--- src/rtl/uart_pkg.sv ---
// Shared definitions for the UART pair: FSM state encodings and the baud divisor,
// so transmitter and receiver always derive the same bit period.
package uart_pkg;

    localparam logic [2:0] S_IDLE  = 3'd0;
    localparam logic [2:0] S_START = 3'd1;
    localparam logic [2:0] S_DATA  = 3'd2;
    localparam logic [2:0] S_STOP  = 3'd3;
    localparam logic [2:0] S_BREAK = 3'd4;

    function automatic int bit_ticks(input int clk_freq, input int baudrate);
        return clk_freq / baudrate;
    endfunction

endpackage

--- src/rtl/uart_baud_cnt.sv ---
// Bit-period timer: counts 0..limit-1, wraps, and flags the last count as the sample tick.
module uart_baud_cnt #(
    parameter int W = 10
) (
    input  logic         clk,
    input  logic         rst,
    input  logic         clr,
    input  logic [W-1:0] limit,
    output logic         tick
);

    logic [W-1:0] count;

    assign tick = (count == limit - W'(1));

    always_ff @(posedge clk or posedge rst) begin
        if (rst) begin
            count <= '0;
        end else if (clr || tick) begin
            count <= '0;
        end else begin
            count <= count + W'(1);
        end
    end

endmodule

--- src/rtl/uart_rx.sv ---
// 8N1 UART receiver: two-flop synchroniser, mid-bit sampling, LSB-first deserialiser.
// state   | meaning
// S_IDLE  | line idle, waiting for a low level
// S_START | half a bit into the start bit, confirming it is still low
// S_DATA  | sampling data bits at mid-bit
// S_STOP  | sampling the stop bit
// S_BREAK | stop bit was low; wait for the line to return high
module uart_rx
    import uart_pkg::*;
#(
    parameter int CLK_FREQ        = 100_000_000,
    parameter int BAUDRATE        = 115_200,
    parameter int DATA_BIT_LENGTH = 8
) (
    input  logic                       clk,
    input  logic                       rst_i,
    input  logic                       rx_i,
    output logic [DATA_BIT_LENGTH-1:0] dout_o,
    output logic                       rx_done_tick_o,
    output logic                       frame_err_o,
    output logic                       rx_busy_o
);

    localparam int BIT_TICKS  = bit_ticks(CLK_FREQ, BAUDRATE);
    localparam int HALF_TICKS = BIT_TICKS / 2;
    localparam int TICK_W     = $clog2(BIT_TICKS + 1);
    localparam int BIT_W      = $clog2(DATA_BIT_LENGTH + 1);

    localparam logic [TICK_W-1:0] BIT_LIM  = TICK_W'(BIT_TICKS);
    localparam logic [TICK_W-1:0] HALF_LIM = TICK_W'(HALF_TICKS);
    localparam logic [BIT_W-1:0]  LAST_BIT = BIT_W'(DATA_BIT_LENGTH - 1);

    logic [2:0]                 state, state_next;
    logic                       rx_meta, rx_s;
    logic                       tick;
    logic [TICK_W-1:0]          limit;
    logic [BIT_W-1:0]           bit_cnt;
    logic [DATA_BIT_LENGTH-1:0] shreg;
    logic                       shift_en, bit_clr, done_set, err_set;

    // Flops reset to 1 so a reset never looks like a start edge.
    always_ff @(posedge clk or posedge rst_i) begin
        if (rst_i) begin
            rx_meta <= 1'b1;
            rx_s    <= 1'b1;
        end else begin
            rx_meta <= rx_i;
            rx_s    <= rx_meta;
        end
    end

    assign limit = (state == S_START) ? HALF_LIM : BIT_LIM;

    uart_baud_cnt #(
        .W(TICK_W)
    ) u_baud_cnt (
        .clk  (clk),
        .rst  (rst_i),
        .clr  (state_next != state),
        .limit(limit),
        .tick (tick)
    );

    always_ff @(posedge clk or posedge rst_i) begin
        if (rst_i) begin
            state <= S_IDLE;
        end else begin
            state <= state_next;
        end
    end

    always_comb begin
        state_next = state;
        case (state)
            S_IDLE: begin
                if (!rx_s) state_next = S_START;
            end
            S_START: begin
                if (tick) state_next = rx_s ? S_IDLE : S_DATA;
            end
            S_DATA: begin
                if (tick && bit_cnt == LAST_BIT) state_next = S_STOP;
            end
            S_STOP: begin
                if (tick) state_next = rx_s ? S_IDLE : S_BREAK;
            end
            S_BREAK: begin
                if (rx_s) state_next = S_IDLE;
            end
            default: state_next = S_IDLE;
        endcase
    end

    always_comb begin
        shift_en  = (state == S_DATA) && tick;
        bit_clr   = (state == S_START);
        done_set  = (state == S_STOP) && tick && rx_s;
        err_set   = (state == S_STOP) && tick && !rx_s;
        rx_busy_o = (state != S_IDLE);
    end

    always_ff @(posedge clk or posedge rst_i) begin
        if (rst_i) begin
            bit_cnt        <= '0;
            shreg          <= '0;
            dout_o         <= '0;
            rx_done_tick_o <= 1'b0;
            frame_err_o    <= 1'b0;
        end else begin
            rx_done_tick_o <= done_set;
            frame_err_o    <= err_set;
            if (bit_clr) begin
                bit_cnt <= '0;
            end else if (shift_en) begin
                bit_cnt <= bit_cnt + BIT_W'(1);
            end
            if (shift_en) begin
                shreg <= {rx_s, shreg[DATA_BIT_LENGTH-1:1]};
            end
            if (done_set) begin
                dout_o <= shreg;
            end
        end
    end

endmodule

--- config.mk ---
export PLATFORM = sky130hd
export DESIGN_NAME = uart_rx
export DESIGN_NICKNAME = d
export VERILOG_FILES = /design/src/rtl/uart_pkg.sv /design/src/rtl/uart_baud_cnt.sv /design/src/rtl/uart_rx.sv
export SDC_FILE = /design/constraint.sdc
export NUM_CORES = 1
export LEC_CHECK = 0
export CAP_MARGIN = 20
export CORE_MARGIN = 1.5
export CORE_UTILIZATION = 45
export CTS_BUF_LIST = sky130_fd_sc_hd__clkbuf_8
export DETAILED_ROUTE_END_ITERATION = 7
export GPL_TIMING_DRIVEN = 0
export PLACE_DENSITY = 0.74
export SLEW_MARGIN = 20
export SYNTH_ARGS = -nofsm -noshare
export SYNTH_HDL_FRONTEND = slang
export SYNTH_SLANG_ARGS = --single-unit
--- constraint.sdc ---
create_clock -name clk -period 4.47 [get_ports clk]
set_input_delay 0.447 -clock clk [delete_from_list [all_inputs] [get_ports clk]]
set_output_delay 0.447 -clock clk [all_outputs]
set_load 0.02 [all_outputs]
Yosys cells after proc, flatten, opt, wreduce, memory -nomap -nowiden:

Cells that the tools add are included.

* shifts and indexed selects: 0
* add/sub/neg operators: 3
* bitwise logic cells: 0
* eq/ne operators: 7
* divide/modulo/power cells: 0
* order comparisons: 0
* multiplexer cells: 12
* reduce and logical (&&, ||, !) cells: 10
* multipliers: 0

Operators with widths (count)
* $mux 10: 2
* $mux 3: 6
* $pmux 3 s5: 1
* $add 10x1->10 const B: 1
* $eq 10x10->1: 1
* $sub 10x1->10 const B: 1
* $mux 4: 2
* $eq 3x2->1 const B: 2
* $logic_and 1x1->1: 5
* $add 4x1->4 const B: 1
* $eq 4x3->1 const B: 1
* $eq 3x1->1 const B: 1
* $eq 3x3->1 const B: 1
* $logic_not 3->1: 1
* $ne 3x3->1: 1
* $reduce_bool 3->1: 1
* $mux 2: 1
* $reduce_bool 2->1: 1
* $logic_not 1->1: 1
* $logic_or 1x1->1: 1

* memory bits (writable): 0
* bits in read-only memories: 0
* register bits: 37
* bits of input ports: 3
* latch bits: 0
* logic and storage cells: 41
* memories: 0
* output and inout bits: 11

Depth between registers and ports, before layout:

Gate-level depths: netlist of the first run.

* word-level depth: 10
* depth in mapped cells: 5

Modules after synthesis:

Synthesis of the first run repeated with hierarchy kept, for this count alone.

* cells, all modules: 200
* area, all modules: 2062.0 µm²

Modules (own cells, without submodules)
* uart_rx: instances 1, area an instance 1208.7 µm², sequential area each 678.2 µm², cells each 111
* uart_baud_cnt: instances 1, area an instance 853.3 µm², sequential area each 250.2 µm², cells each 89

Least setup slack after synthesis of the first run:

No wires, ideal clock.

* path type: register to register
* start point: register u_baud_cnt.count[3]
* end point: register dout_o[0]
* setup slack: 2577 ps
* data arrival time: 1769 ps
* cell stages (with the launch flop): 5
* path buffers: 0
* path through: dfrtp_1 -> and4bb_4 -> nand4_4 -> nor4b_4 -> mux2_2

* cells in the longest elaborated chain, start to end: 3

RTL lines
* from (decl): RTL line uart_baud_cnt.sv:12 `logic [W-1:0] count;`
* from (signal assigned): RTL line uart_baud_cnt.sv:22 `count <= count + W'(1);`
* $eq 10x10->1: RTL line uart_baud_cnt.sv:14 `assign tick = (count == limit - W'(1));`
* $logic_and 1x1->1 (2 in a row): RTL line uart_rx.sv:97 `done_set = (state == S_STOP) && tick && rx_s;`
* net done_set: RTL line uart_rx.sv:39 `logic shift_en, bit_clr, done_set, err_set;`
* to (signal assigned): RTL line uart_rx.sv:121 `dout_o <= shreg;`
* to (decl): RTL line uart_rx.sv:18 `output logic [DATA_BIT_LENGTH-1:0] dout_o,`

The timed path passes the listed nets, and every way through them passes these cells.
A chain may end at the register's enable or synchronous reset.

Worst setup path in the final report of the first run:

* start point: register state[2]
* end point: output rx_busy_o

* cells in the longest elaborated chain, start to end: 1

RTL lines
* from (decl): RTL line uart_rx.sv:33 `logic [2:0] state, state_next;`
* from (signal assigned): RTL line uart_rx.sv:68 `state <= state_next;`
* $reduce_bool 3->1: RTL line uart_rx.sv:99 `rx_busy_o = (state != S_IDLE);`
* to (decl): RTL line uart_rx.sv:21 `output logic rx_busy_o`

Every way passes these cells.

==> summary.txt, run 1 <==
Dpl hpwl -> 2300 µm
Final Critical Period -> 2370 ps
Status -> finished clean
Reg area -> 928 µm²
Tot Pwr -> 0.000570 W
Maximum clock frequency -> 0.423 GHz
Core Area -> 3690 µm²
Routed wl met3 -> 137 µm
Pwr/cell area -> 281 nW/µm²
Number of iterations in the first detailed-routing pass -> 4
Share of flip-flops with an asynchronous set or reset -> 100%
Vias in the first global route -> 1274
Row count -> 22
Max cap viols -> 0
GRT overflow -> 0
Final Hold Viols -> 0
Final ANT Viol Nets -> 0
Yosys top cell area share -> 50.0%
Critical path data required time -> 4020 ps
Top sig layer -> met4
Syn Nets -> 152
Antenna violations before repair -> 0
Die ar. -> 4280 µm²
Unrepaired setup endpoints after global routing -> false
Setup Skew -> 4.92 ps
Worst-margin pin slew -> 745 ps
Most used DFF post-synth -> dfrtp_1
Metal-1 WL -> 1470 µm
Peak VDD IR -> 0.206 mV
H-tree depth -> 2
Initial core utilization -> 47.5%
CTS Buf Count -> 5
CP Class -> flip-flop to output port
Chip Width -> 65.4 µm
Worst reg-to-reg path cell count -> 4
Wire per inst -> 14.8 µm
Netlist Area Pre-Place -> 1750 µm²
Die height -> 65.4 µm
Yosys warnings -> 0
PostCTS Resize Cnt -> 0
Final Max Slew Viols -> 0
CTS sink count -> 37
Root Driver -> clkbuf_8
# IOs -> 14
EDFF count, synth -> 0
PortBufs -> 13
Filler Cell Count -> 321
Gate Count Post-Synth -> 147
Ant. Diodes -> 0
Worst setup EP type -> output port
Fraction of layout cells with a size suffix above 1 -> 19.0%
Via density -> 5.60
WL met2 -> 1540 µm
Mean post-synth cell area -> 11.9 µm²
Reg clk slew, reported paths -> 70 ps
FF+latch count, synth -> 37
CTS tree -> done
Final worst path period share -> 52.9%
Area delta synth->final -> 15.9%
Leakage -> 0.891 nW
Total GRT Usage -> 17.2%
Post-CTS Setup Bufs -> 0
DRT Wirelength -> 3190 µm
GP Congestion -> 0.835
TNS Setup -> 0 ps
Worst Setup Start Kind -> flip-flop
Worst skew pair latency -> 280 ps
Slew margin rel. -> 50.3%
Nets -> 172
Initial DRC count -> 103
HP Class -> flip-flop to flip-flop
Bufs on Longest Clock Path -> 2
Data arrival, critical path -> 1920 ps
Netlist cell types -> 40
Post-route DRC -> 0
Fraction of the yosys area taken by sequential cells -> 53.0%
Worst-path fanout max -> 10
Multi-input logic area -> 793 µm²
Hold Buf Count CTS -> 0
Hold Path Depth -> 0
Top post-synthesis cells by area -> dfrtp_1 50%, mux2_2 10%, xor2_1 4.0%
Pin count of the biggest net entering global routing -> 38
First-pass GRT wire length -> 5780 µm
Vias post-DR -> 1210
Final Setup Violations -> 0
Post-synth top area cell -> dfrtp_1
final cells by class:
type                    instances  area share (%)
flip-flops and latches         37            45.7
multi-input cells             103            39.1
clock inverters                 3           0.925
repair buffers                 13            6.41
well taps                      48            2.96
clock buffers                   5            3.39
inverters                       2           0.370
plain buffers                   5            1.11
kinds of logic (layout without fill, tap and decap cells):
group,Yosys count,count (layout),share of synthesized area [%]
and+or+nand+nor,59,59,21.8
buffers and inverters,7,28,1.71
DFF,37,37,53.0
adders and majority gates,2,2,1.43
muxes,17,17,10.9
xor gates and xnor gates,9,9,4.50
AOI/OAI and AO/OA,16,16,6.71
state kept, by name (all words and copies together) (netlist names):
signal            flops
u_baud_cnt.count     10
dout_o                8
shreg                 8
bit_cnt               4
state                 3
frame_err_o           1
rx_done_tick_o        1
rx_meta               1
rx_s                  1
cell usage in the layout (no fill, tap or decap), types with 2 or more instances in the layout:
| cell | count |
|---|---|
| clkinvlp_4 | 2 |
| inv_1 | 2 |
| clkbuf_8 | 5 |
| xor2_1 | 8 |
| nor3b_1 | 2 |
| nand3_1 | 6 |
| dfrtp_1 | 35 |
| ha_1 | 2 |
| a211oi_1 | 2 |
| nand2_1 | 6 |
| a21oi_1 | 2 |
| nand2b_1 | 5 |
| nor2_1 | 7 |
| or3_1 | 4 |
| nor3_1 | 9 |
| dfstp_2 | 2 |
| o21ai_0 | 3 |
| and3_1 | 2 |
| nand4_1 | 5 |
| clkdlybuf4s50_1 | 13 |
| mux2_2 | 16 |
| or4_1 | 3 |
| clkbuf_1 | 4 |
| o211ai_1 | 3 |
worst max-delay path, cell delays in order (launching register included):
cell             delay, ps
dfrtp_1                460
clkbuf_1               230
or3_1                  400
clkdlybuf4s50_1        540
synth_stat cells, types with 2 or more instances:
master and number:
or3_1 4, ha_1 2, o211ai_1 3, nand4_1 5
xor2_1 8, or4_1 3, nand2b_1 5, dfstp_2 2
inv_1 2, clkbuf_1 4, a211oi_1 2, a21oi_1 2
and3_1 2, o21ai_0 3, mux2_2 16, nor3_1 9
dfrtp_1 35, nand2_1 6, nor3b_1 2, nor2_1 7
nand3_1 6
where the power goes:
group	internal, W	switching, W
clock	0.000107	0.000117
sequential	0.000336	0.00000104
combinational	0.00000229	0.00000660
total	0.000446	0.000124
path summary, 6_finish.rpt:
check | start | endpoint | slack (ps)
hold reg to reg | rx_meta | rx_s | 360
hold / removal | rx_meta | rx_s | 360
setup reg to reg | u_baud_cnt.count[3] | dout_o[3] | 2330
max in group asynchronous | rst_i | bit_cnt[3] | 3390
setup / recovery | state[2] | rx_busy_o | 2100
min in group asynchronous | rst_i | rx_done_tick_o | 610
layer usage:
layer	global-route usage [%]	vias up
met2	27.9	35
met4	5.99	0
li1	-	580
met3	4.11	8
met5	0	-
met1	22.6	587
per-stage QoR:
stage	std cells	utilization (%)	hold slack, ps	setup slack [ps]	cell area [µm²]
3_5_place_dp	208	52.6	348	2340	1940
6_report	216	55.0	360	2100	2030
2_1_floorplan	147	-	345	2580	1750
4_1_cts	216	55.0	359	2090	2030
3_3_place_gp	208	52.6	346	2360	1940
5_1_grt	216	55.0	366	2030	2030
Note: power is estimated with default switching activity, not from simulation.
==> run 2: changes to the inputs <==
==> constraint.sdc (replaced) <==
create_clock -name clk -period 2.26 [get_ports clk]
set_input_delay 0.226 -clock clk [delete_from_list [all_inputs] [get_ports clk]]
set_output_delay 0.226 -clock clk [all_outputs]
set_load 0.02 [all_outputs]
==> results of run 2 <==
Same layout as run 1 (identical final DEF). Status: finished clean.
Main changes from that run: setup slack after placement 2340 ps -> 128 ps; setup slack after layout 2100 ps -> 115 ps; register-to-register setup slack 2330 ps -> 120 ps; total power 0.000570 W -> 0.00113 W; worst IR drop on VDD 0.206 mV -> 0.407 mV
